`config.mk`:
```
export PLATFORM = sky130hd
export DESIGN_NAME = seg_scan_display
export DESIGN_NICKNAME = d
export VERILOG_FILES = /design/src/rtl/seg_scan_display.sv
export SDC_FILE = /design/constraint.sdc
export NUM_CORES = 1
export LEC_CHECK = 0
export BUFFER_PORTS_ARGS = -buffer_cell sky130_fd_sc_hd__buf_2
export CAP_MARGIN = 40
export CORE_UTILIZATION = 55
export DETAILED_ROUTE_END_ITERATION = 10
export GPL_TIMING_DRIVEN = 0
export PLACE_DENSITY = 0.77
export SETUP_SLACK_MARGIN = 0.4
export SYNTH_ARGS = -nofsm -noshare
export SYNTH_HDL_FRONTEND = slang
export SYNTH_SLANG_ARGS = --single-unit
```
`constraint.sdc`:
```
create_clock -name clk -period 2.18 [get_ports clk]
set_input_delay 0 -clock clk [delete_from_list [all_inputs] [get_ports clk]]
set_output_delay 0 -clock clk [all_outputs]
set_load 0.02 [all_outputs]
```
`src/rtl/seg_scan_display.sv`:
```
// Time-multiplexed seven-segment scanner with double-buffered digit values,
// hex/decimal decode, leading-zero blanking and per-digit decimal points.
module seg_scan_display #(
  parameter int DIGITS   = 4,
  parameter int PRESCALE = 1000
) (
  input  logic                  clk,
  input  logic                  reset,
  input  logic [4*DIGITS-1:0]   value,
  input  logic                  load,
  input  logic [DIGITS-1:0]     dp,
  input  logic                  hex_mode,
  input  logic                  blank_lz,
  output logic [6:0]            seg,
  output logic                  seg_dp,
  output logic [DIGITS-1:0]     an,
  output logic                  frame_done
);

  localparam int CW = (PRESCALE > 1) ? $clog2(PRESCALE) : 1;
  localparam int IW = (DIGITS > 1) ? $clog2(DIGITS) : 1;
  localparam logic [CW-1:0] CNT_LAST = CW'(PRESCALE - 1);
  localparam logic [IW-1:0] IDX_LAST = IW'(DIGITS - 1);

  // Segment vectors are {G,F,E,D,C,B,A}; codes 10-15 show "-" outside hex mode.
  function automatic logic [6:0] decode(input logic [3:0] code, input logic hex);
    logic [6:0] s;
    case (code)
      4'd0:    s = 7'b0111111;
      4'd1:    s = 7'b0000110;
      4'd2:    s = 7'b1011011;
      4'd3:    s = 7'b1001111;
      4'd4:    s = 7'b1100110;
      4'd5:    s = 7'b1101101;
      4'd6:    s = 7'b1111101;
      4'd7:    s = 7'b0000111;
      4'd8:    s = 7'b1111111;
      4'd9:    s = 7'b1101111;
      4'd10:   s = hex ? 7'b1110111 : 7'b1000000;
      4'd11:   s = hex ? 7'b1111100 : 7'b1000000;
      4'd12:   s = hex ? 7'b0111001 : 7'b1000000;
      4'd13:   s = hex ? 7'b1011110 : 7'b1000000;
      4'd14:   s = hex ? 7'b1111001 : 7'b1000000;
      default: s = hex ? 7'b1110001 : 7'b1000000;
    endcase
    return s;
  endfunction

  logic [CW-1:0]          cnt_q, cnt_d;
  logic [IW-1:0]          idx_q, idx_d;
  logic [4*DIGITS-1:0]    pend_val_q, pend_val_d;
  logic [DIGITS-1:0]      pend_dp_q, pend_dp_d;
  logic [4*DIGITS-1:0]    act_val_q, act_val_d;
  logic [DIGITS-1:0]      act_dp_q, act_dp_d;
  logic                   wrap_q, wrap_d;
  logic [6:0]             seg_q, seg_d;
  logic                   seg_dp_q, seg_dp_d;
  logic [DIGITS-1:0]      an_q, an_d;
  logic                   frame_done_q, frame_done_d;

  logic                   slot_end;
  logic                   frame_end;
  logic [3:0]             nib;
  logic [3:0]             code;
  logic                   cur_dp;
  logic                   lz_run;
  logic                   blank;

  always_comb begin
    slot_end   = (cnt_q == CNT_LAST);
    frame_end  = slot_end && (idx_q == IDX_LAST);

    cnt_d      = slot_end ? '0 : cnt_q + CW'(1);
    idx_d      = idx_q;
    if (slot_end) idx_d = (idx_q == IDX_LAST) ? '0 : idx_q + IW'(1);

    pend_val_d = load ? value : pend_val_q;
    pend_dp_d  = load ? dp    : pend_dp_q;

    // A load coinciding with the frame boundary bypasses the pending buffer.
    act_val_d  = act_val_q;
    act_dp_d   = act_dp_q;
    if (frame_end) begin
      act_val_d = load ? value : pend_val_q;
      act_dp_d  = load ? dp    : pend_dp_q;
    end

    // frame_done lines up with the first output cycle of the new digit-0 slot.
    wrap_d       = frame_end;
    frame_done_d = wrap_q;

    nib    = '0;
    cur_dp = 1'b0;
    lz_run = 1'b1;
    blank  = 1'b0;
    for (int k = DIGITS - 1; k >= 0; k--) begin
      lz_run = lz_run && (act_val_q[4*k +: 4] == 4'd0);
      if (idx_q == IW'(k)) begin
        nib    = act_val_q[4*k +: 4];
        cur_dp = act_dp_q[k];
        blank  = blank_lz && (k != 0) && lz_run;
      end
    end

    // Nibbles arrive MSB-first in the low bit position.
    code     = {nib[0], nib[1], nib[2], nib[3]};
    seg_d    = blank ? 7'b0000000 : decode(code, hex_mode);
    seg_dp_d = cur_dp;

    for (int k = 0; k < DIGITS; k++) begin
      an_d[k] = (cnt_q != '0) && (idx_q == IW'(k));
    end
  end

  always_ff @(posedge clk) begin
    if (reset) begin
      cnt_q        <= '0;
      idx_q        <= '0;
      pend_val_q   <= '0;
      pend_dp_q    <= '0;
      act_val_q    <= '0;
      act_dp_q     <= '0;
      wrap_q       <= 1'b0;
      seg_q        <= '0;
      seg_dp_q     <= 1'b0;
      an_q         <= '0;
      frame_done_q <= 1'b0;
    end else begin
      cnt_q        <= cnt_d;
      idx_q        <= idx_d;
      pend_val_q   <= pend_val_d;
      pend_dp_q    <= pend_dp_d;
      act_val_q    <= act_val_d;
      act_dp_q     <= act_dp_d;
      wrap_q       <= wrap_d;
      seg_q        <= seg_d;
      seg_dp_q     <= seg_dp_d;
      an_q         <= an_d;
      frame_done_q <= frame_done_d;
    end
  end

  assign seg        = seg_q;
  assign seg_dp     = seg_dp_q;
  assign an         = an_q;
  assign frame_done = frame_done_q;

endmodule

```
==> out/qor.txt, run 1 <==
Worst path slowest cell -> a221oi_4
Cell variety after synth -> 45
die area -> 5336 sq um
Peak VDD IR -> 0.6762 mV
xor-xnor portion of the synthesized cell area -> 2.524%
worst path cell trace -> inv_4 -> ha_4 -> buf_8 -> nand3b_1 -> a221oi_4 -> buf_6 -> o31ai_1 -> a221oi_1
RR Startpoint -> idx_q[0]
Worst Hold Path Cells -> 3
Core Area -> 4786 sq um
pin count of the biggest net entering global routing -> 12
setup TNS -> -0.004403 ns
DR WL/cell -> 19.14 um
placed inst area -> 3085 sq um
failing checks -> setup timing
CTS buffer count -> 9
antenna cells -> 0
R2R Setup Slk -> -0.004 ns
GRT met1 Usage -> 35.45%
Post-synth EDFFs -> 0
Setup violations, final -> 1
critical path class -> flip-flop to flip-flop
Buf+Inv Stages, Crit Path -> 3
Layout Cells excl Fill -> 468
status -> finished, violations left
placed cell count -> 399
Die W -> 73.05 um
Worst-Skew Late Latency -> 0.35 ns
I/O Buffers -> 36
Avg Cell Area, Syn -> 9.380 sq um
Worst Setup Start Kind -> flip-flop
clk sinks -> 66
synthesized instance count -> 296
CP Capture Type -> flip-flop
fin util -> 84.73%
HP Start -> reset
path depth of the worst reg2reg path -> 8
pwr/cell area -> 658.5 nW/um^2
Synth Flop Type -> dfxtp_1
share of layout cells above drive strength 1 -> 33.67%
Initial Util -> 58.01%
post-layout net count -> 427
die height -> 73.05 um
worst flop-to-flop path endpoint -> seg[6]
Max H-tree Level -> 3
initial antenna violation count -> 0
Total Routing Usage GR -> 30.40%
Req. time, crit path -> 2.41 ns
Async SR Flop Fraction -> 0%
Residual DRC -> 0
number of max-cap violations -> 0
M2 GR Usage -> 49.07%
CTS tree -> built
min Tclk post-route -> 2.184 ns
Site Rows -> 25
min-delay worst type -> input port to flip-flop
placer's final routability congestion estimate -> 0.8389
dpl ws -> 0.1414 ns
vias in the first global route -> 2583
Layout area overhead -> 46.06%
crit path setup slack, layout -> -0.004403 ns
remaining antenna violation count -> 0
Max stage delay on crit path -> 0.42 ns
slew margin rel. -> 51.20%
Compound-Gate Fraction of Synth Area -> 15.41%
largest family of logic cells by synthesized area -> simple AND/OR/NAND/NOR gates
First-pass DRT Iterations -> 5
Max Freq -> 457.8 MHz
Mapped Nets -> 327
clock skew -> 0.009778 ns
Seq/Total Area, Yosys -> 47.59%
final wirelength -> 8.958 mm
register bit count reported by yosys -> 66
post-synthesis mux area share -> 7.571%
hpwl dp -> 3.949 mm
Final Hold Fails -> 0
Final Max Tran Viols -> 0
Worst EP arrival -> 2.42 ns
CTS Buffer Depth -> 2
via/cell ratio -> 5.889
met3 usage in global routing -> 8.011%
final period utilization -> 100.2%
Synth Cell Area -> 2776 sq um
delay-heaviest family, CP -> compound AO/OA/AOI/OAI gates
Least-Margin Pin Slew -> 0.7320 ns
Synth Warn # -> 0
leakage power -> 1.667 nW
first-pass GRT wire length -> 11.97 mm
Post-Synth Simple-Gate Area -> 18.75%
initial DRC count -> 236
Adder-Cell Fraction of Synth Area -> 3.110%
RSZ-0062 raised after global routing -> yes
final instance area -> 4055 sq um
global route hottest layer -> met2
Min-Delay Endpoint -> an[2]
Clk Tree Root Cell -> clkbuf_8
Ports -> 38
Crit Path Max Fanout -> 10
grt total ovfl -> 0
CTS clk-pin slew, worst paths -> 0.07 ns
via count -> 2756
==> layer usage <==
layer  part of all wire (%)  up-vias
li1                       -     1230
met1                     40     1321
met2                     48      162
met3                    7.0       43
met4                    4.4        0
met5                      0        -
==> stage by stage <==
step	total power [mW]	hold slack [ns]
finish	2.670	0.09327
global route	2.744	0.1010
CTS	2.631	0.04165
detailed placement	1.416	0.2717
global placement	1.411	0.2698
floorplan	1.364	0.1360
==> synth_stat cells (all sizes together), types with 2 or more instances <==
| cell type | n | area share, % |
|---|---|---|
| nor2 | 68 | 9.4 |
| dfxtp | 66 | 48 |
| a211oi | 26 | 7.2 |
| mux2i | 21 | 7.6 |
| buf | 11 | 2.7 |
| inv | 10 | 1.4 |
| a21oi | 9 | 1.6 |
| nand2 | 9 | 1.2 |
| clkbuf | 7 | 0.95 |
| ha | 6 | 2.7 |
| xnor2 | 6 | 1.9 |
| a221oi | 4 | 2.3 |
| and2 | 4 | 0.90 |
| nand2b | 4 | 0.90 |
| nand3 | 4 | 0.72 |
| nand3b | 4 | 1.5 |
| nor3 | 4 | 0.72 |
| nor4 | 4 | 0.90 |
| o21ai | 4 | 0.72 |
| nor3b | 3 | 0.81 |
| a31oi | 2 | 0.45 |
| a32oi | 2 | 0.63 |
| and3 | 2 | 0.45 |
| nand4 | 2 | 0.45 |
| nor2b | 2 | 0.45 |
| xor2 | 2 | 0.63 |
==> final cells by class <==
type / count / area, sq um
Buffer: 18 / 138.9
Clock buffer: 10 / 127.6
Clock inverter: 6 / 105.1
Fill cell: 279 / 730.7
Inverter: 10 / 40.04
Multi-Input combinational cell: 202 / 1510
Sequential cell: 66 / 1334
Tap cell: 67 / 83.83
Timing Repair Buffer: 89 / 715.7
==> cell families (layout without fill, tap and decap cells) <==
| group | Yosys count | count (layout) |
|---|---|---|
| muxes | 21 | 21 |
| adders and majority gates | 7 | 7 |
| AOI/OAI and AO/OA | 55 | 55 |
| xor gates and xnor gates | 8 | 8 |
| DFF | 66 | 66 |
| and+or+nand+nor | 111 | 111 |
| buffers and inverters | 28 | 133 |
==> state kept, by name (all words and copies together) (netlist names) <==
name	count
pend_dp_q	4
seg	7
pend_val_q	16
act_val_q	16
frame_done	1
idx_q	2
cnt_q	10
act_dp_q	4
an	4
seg_dp	1
frame_done_d	1
==> cells in the final DEF (no fill, tap or decap), types with 5 or more instances in the layout <==
cell type,count
a211oi_1,19
nand2_1,9
buf_4,23
dfxtp_1,60
xnor2_1,6
buf_6,10
mux2i_1,21
clkbuf_8,9
dlygate4sd3_1,21
nor2_1,63
a21oi_1,6
buf_2,38
inv_1,7
a211oi_2,5
clkbuf_1,7
==> what timing repair did <==
action	CTS	global route
cloned	1	1
gates resized for setup	40	16
hold endpoints to repair	22	0
hold buffers	21	0
setup buffers	21	9
endpoints found under the setup margin	27	33
pin swaps	20	11
==> how the worst max path moves through the flow <==
stage / cells after the start / endpoint / from
after detailed placement: 9 / seg[2] / idx_q[0]
after CTS: 10 / seg[1] / idx_q[0]
after global routing: 10 / seg[3] / idx_q[1]
final: 8 / seg[6] / idx_q[0]
after floorplan: 8 / seg[5] / idx_q[0]
after global placement: 9 / seg[2] / idx_q[0]
==> where the power goes <==
group | internal, mW | switching, mW
Combinational | 0.0834 | 0.0944
Sequential | 1.24 | 0.0138
Clock | 0.754 | 0.488
Total | 2.07 | 0.596
==> worst min-delay path: cells and delay by family <==
kind | cells | cell delay (ns)
simple gates | 1 | 0.16
buf+inv | 1 | 0.14
compound gates | 1 | 0.10
Note: power is estimated with default switching activity, not from simulation.
==> run 2, diff against run 1 <==
- PLACE_DENSITY: 0.77 -> default
- PLACE_DENSITY_LB_ADDON: default -> 0.2
==> run 2 against run 1 <==
  * The run now ends clean
  * Routed wire length down 17%
  * Via count decreased by 6.6%
  * Sequential share of layout area up 1.1 points
  * Maximum frequency increased by 7.1%
  * Combinational power decreased by 5%
  * Final area fell by 3.2%
  * Flip-flop and latch count is the same
  * Sequential power about the same
  * Non-clock buffer count fell by 3
  * Critical endpoint is now seg[2]
==> out/qor.txt, run 2 (synthesis gave the netlist of run 1 again) <==
global route hottest layer -> met2
Least-Margin Pin Slew -> 0.7260 ns
initial antenna violation count -> 0
die area -> 5336 sq um
placed cell count -> 399
final period utilization -> 93.57%
Setup violations, final -> 0
fin util -> 82.01%
slew margin rel. -> 51.60%
die height -> 73.05 um
Filler Cell Count -> 292
vias in the first global route -> 2520
commonest non-fill, non-tap cell in the layout -> nor2_1
Layout Cells excl Fill -> 462
Core Area -> 4786 sq um
CTS clk-pin slew, worst paths -> 0.06 ns
leakage power -> 1.598 nW
initial DRC count -> 256
Worst-Skew Late Latency -> 0.35 ns
Site Rows -> 25
path depth of the worst reg2reg path -> 9
Total Routing Usage GR -> 27.99%
Final Hold Fails -> 0
R2R Setup Slk -> 0.14 ns
critical path class -> flip-flop to flip-flop
min-delay worst type -> input port to flip-flop
met3 usage in global routing -> 6.906%
dpl ws -> 0.1541 ns
placed inst area -> 3085 sq um
crit path setup slack, layout -> 0.1402 ns
post-layout net count -> 424
Final Max Tran Viols -> 0
first-pass GRT wire length -> 11.33 mm
CTS buffer count -> 9
placer's final routability congestion estimate -> 0.8390
RR Startpoint -> idx_q[0]
clock skew -> 0.008360 ns
First-pass DRT Iterations -> 4
remaining antenna violation count -> 0
register area -> 1333 sq um
Worst Hold Path Cells -> 3
status -> finished, final reports clean
min Tclk post-route -> 2.040 ns
DR WL/cell -> 16.09 um
Min-Delay Endpoint -> an[3]
Ports -> 38
GRT met1 Usage -> 33.62%
clk sinks -> 66
antenna cells -> 0
Die W -> 73.05 um
setup TNS -> 0 ns
Layout area overhead -> 41.37%
Crit Path Max Fanout -> 7
M2 GR Usage -> 45.99%
CTS Buffer Depth -> 2
Residual DRC -> 0
via count -> 2573
final instance area -> 3925 sq um
pin count of the biggest net entering global routing -> 11
Worst Setup Start Kind -> flip-flop
worst flop-to-flop path endpoint -> seg[2]
Worst EP arrival -> 2.26 ns
Req. time, crit path -> 2.40 ns
HP Start -> reset
RSZ-0062 raised after global routing -> yes
share of layout cells above drive strength 1 -> 32.66%
commonest cells after routing, fill and taps aside -> nor2_1 (65), dfxtp_1 (61), buf_2 (38), buf_4 (25)
via/cell ratio -> 5.569
area of the multi-input gates -> 1546 sq um
Max Freq -> 490.3 MHz
Max H-tree Level -> 3
pwr/cell area -> 568.8 nW/um^2
grt total ovfl -> 0
I/O Buffers -> 36
CP Capture Type -> flip-flop
Peak VDD IR -> 0.5285 mV
CTS tree -> built
biggest regs -> act_val_q (16), pend_val_q (16), cnt_q (10)
number of max-cap violations -> 0
Clk Tree Root Cell -> clkbuf_8
hpwl dp -> 3.935 mm
Initial Util -> 58.01%
WHS -> 0.04876 ns
final wirelength -> 7.435 mm
Tot Pwr -> 2.233 mW
-- run 2: cell count changes in the layout (fill, tap and decap cells not counted), sizes merged --
| cell | previous run | this run |
|---|---|---|
| clkbuf | 18 | 21 |
| bufinv | 3 | 0 |
| buf | 78 | 74 |
| clkinv | 3 | 1 |
-- run 2: where the power goes --
group | leakage (nW) | internal (mW) | switching [mW]
logic | 0.984 | 0.0831 | 0.0855
clock network | 0.0722 | 0.393 | 0.422
registers | 0.542 | 1.24 | 0.0118
total | 1.60 | 1.71 | 0.519
-- run 2: worst max-delay path by stage --
stage                        start  endpoint  cells after the start
after floorplan           idx_q[0]    seg[5]                      8
after global placement    idx_q[0]    seg[2]                      9
after detailed placement  idx_q[0]    seg[2]                      9
after CTS                 idx_q[0]    seg[2]                      9
after global routing      idx_q[0]    seg[2]                      9
final                     idx_q[0]    seg[2]                      9
-- run 2: final cells by class --
| class | instances | share of cell area (%) |
|---|---|---|
| buffer | 18 | 3.443 |
| clock buffer | 12 | 3.443 |
| clock inverter | 1 | 0.1275 |
| inverter | 10 | 1.020 |
| multi-input combinational | 202 | 39.40 |
| sequential | 66 | 33.95 |
| tap | 67 | 2.136 |
| timing repair buffer | 86 | 16.48 |
-- run 2: repair_timing --
| action | in CTS | in global routing |
|---|---|---|
| cloned | 2 | 1 |
| endpoints found under the setup margin | 27 | 31 |
| hold buffers | 21 | 0 |
| pin swaps | 13 | 11 |
| gates resized for setup | 33 | 20 |
| setup buffers | 18 | 8 |
| hold endpoints to repair | 22 | 0 |
-- run 2: routing by layer --
metal	routed length (um)	vias to the layer above	part of all wire (%)
li1	-	1227	-
met1	3145	1222	42
met2	3697	104	50
met3	392	20	5.3
met4	200	0	2.7
met5	0	-	0
-- run 2: worst max-delay path: stages, from the launching register on --
cell	delay [ns]
dfxtp_4	0.39
inv_4	0.05
buf_6	0.11
ha_4	0.20
buf_12	0.16
a221oi_4	0.41
nand2b_4	0.25
o21ai_2	0.07
a211oi_2	0.20
nor2_1	0.07
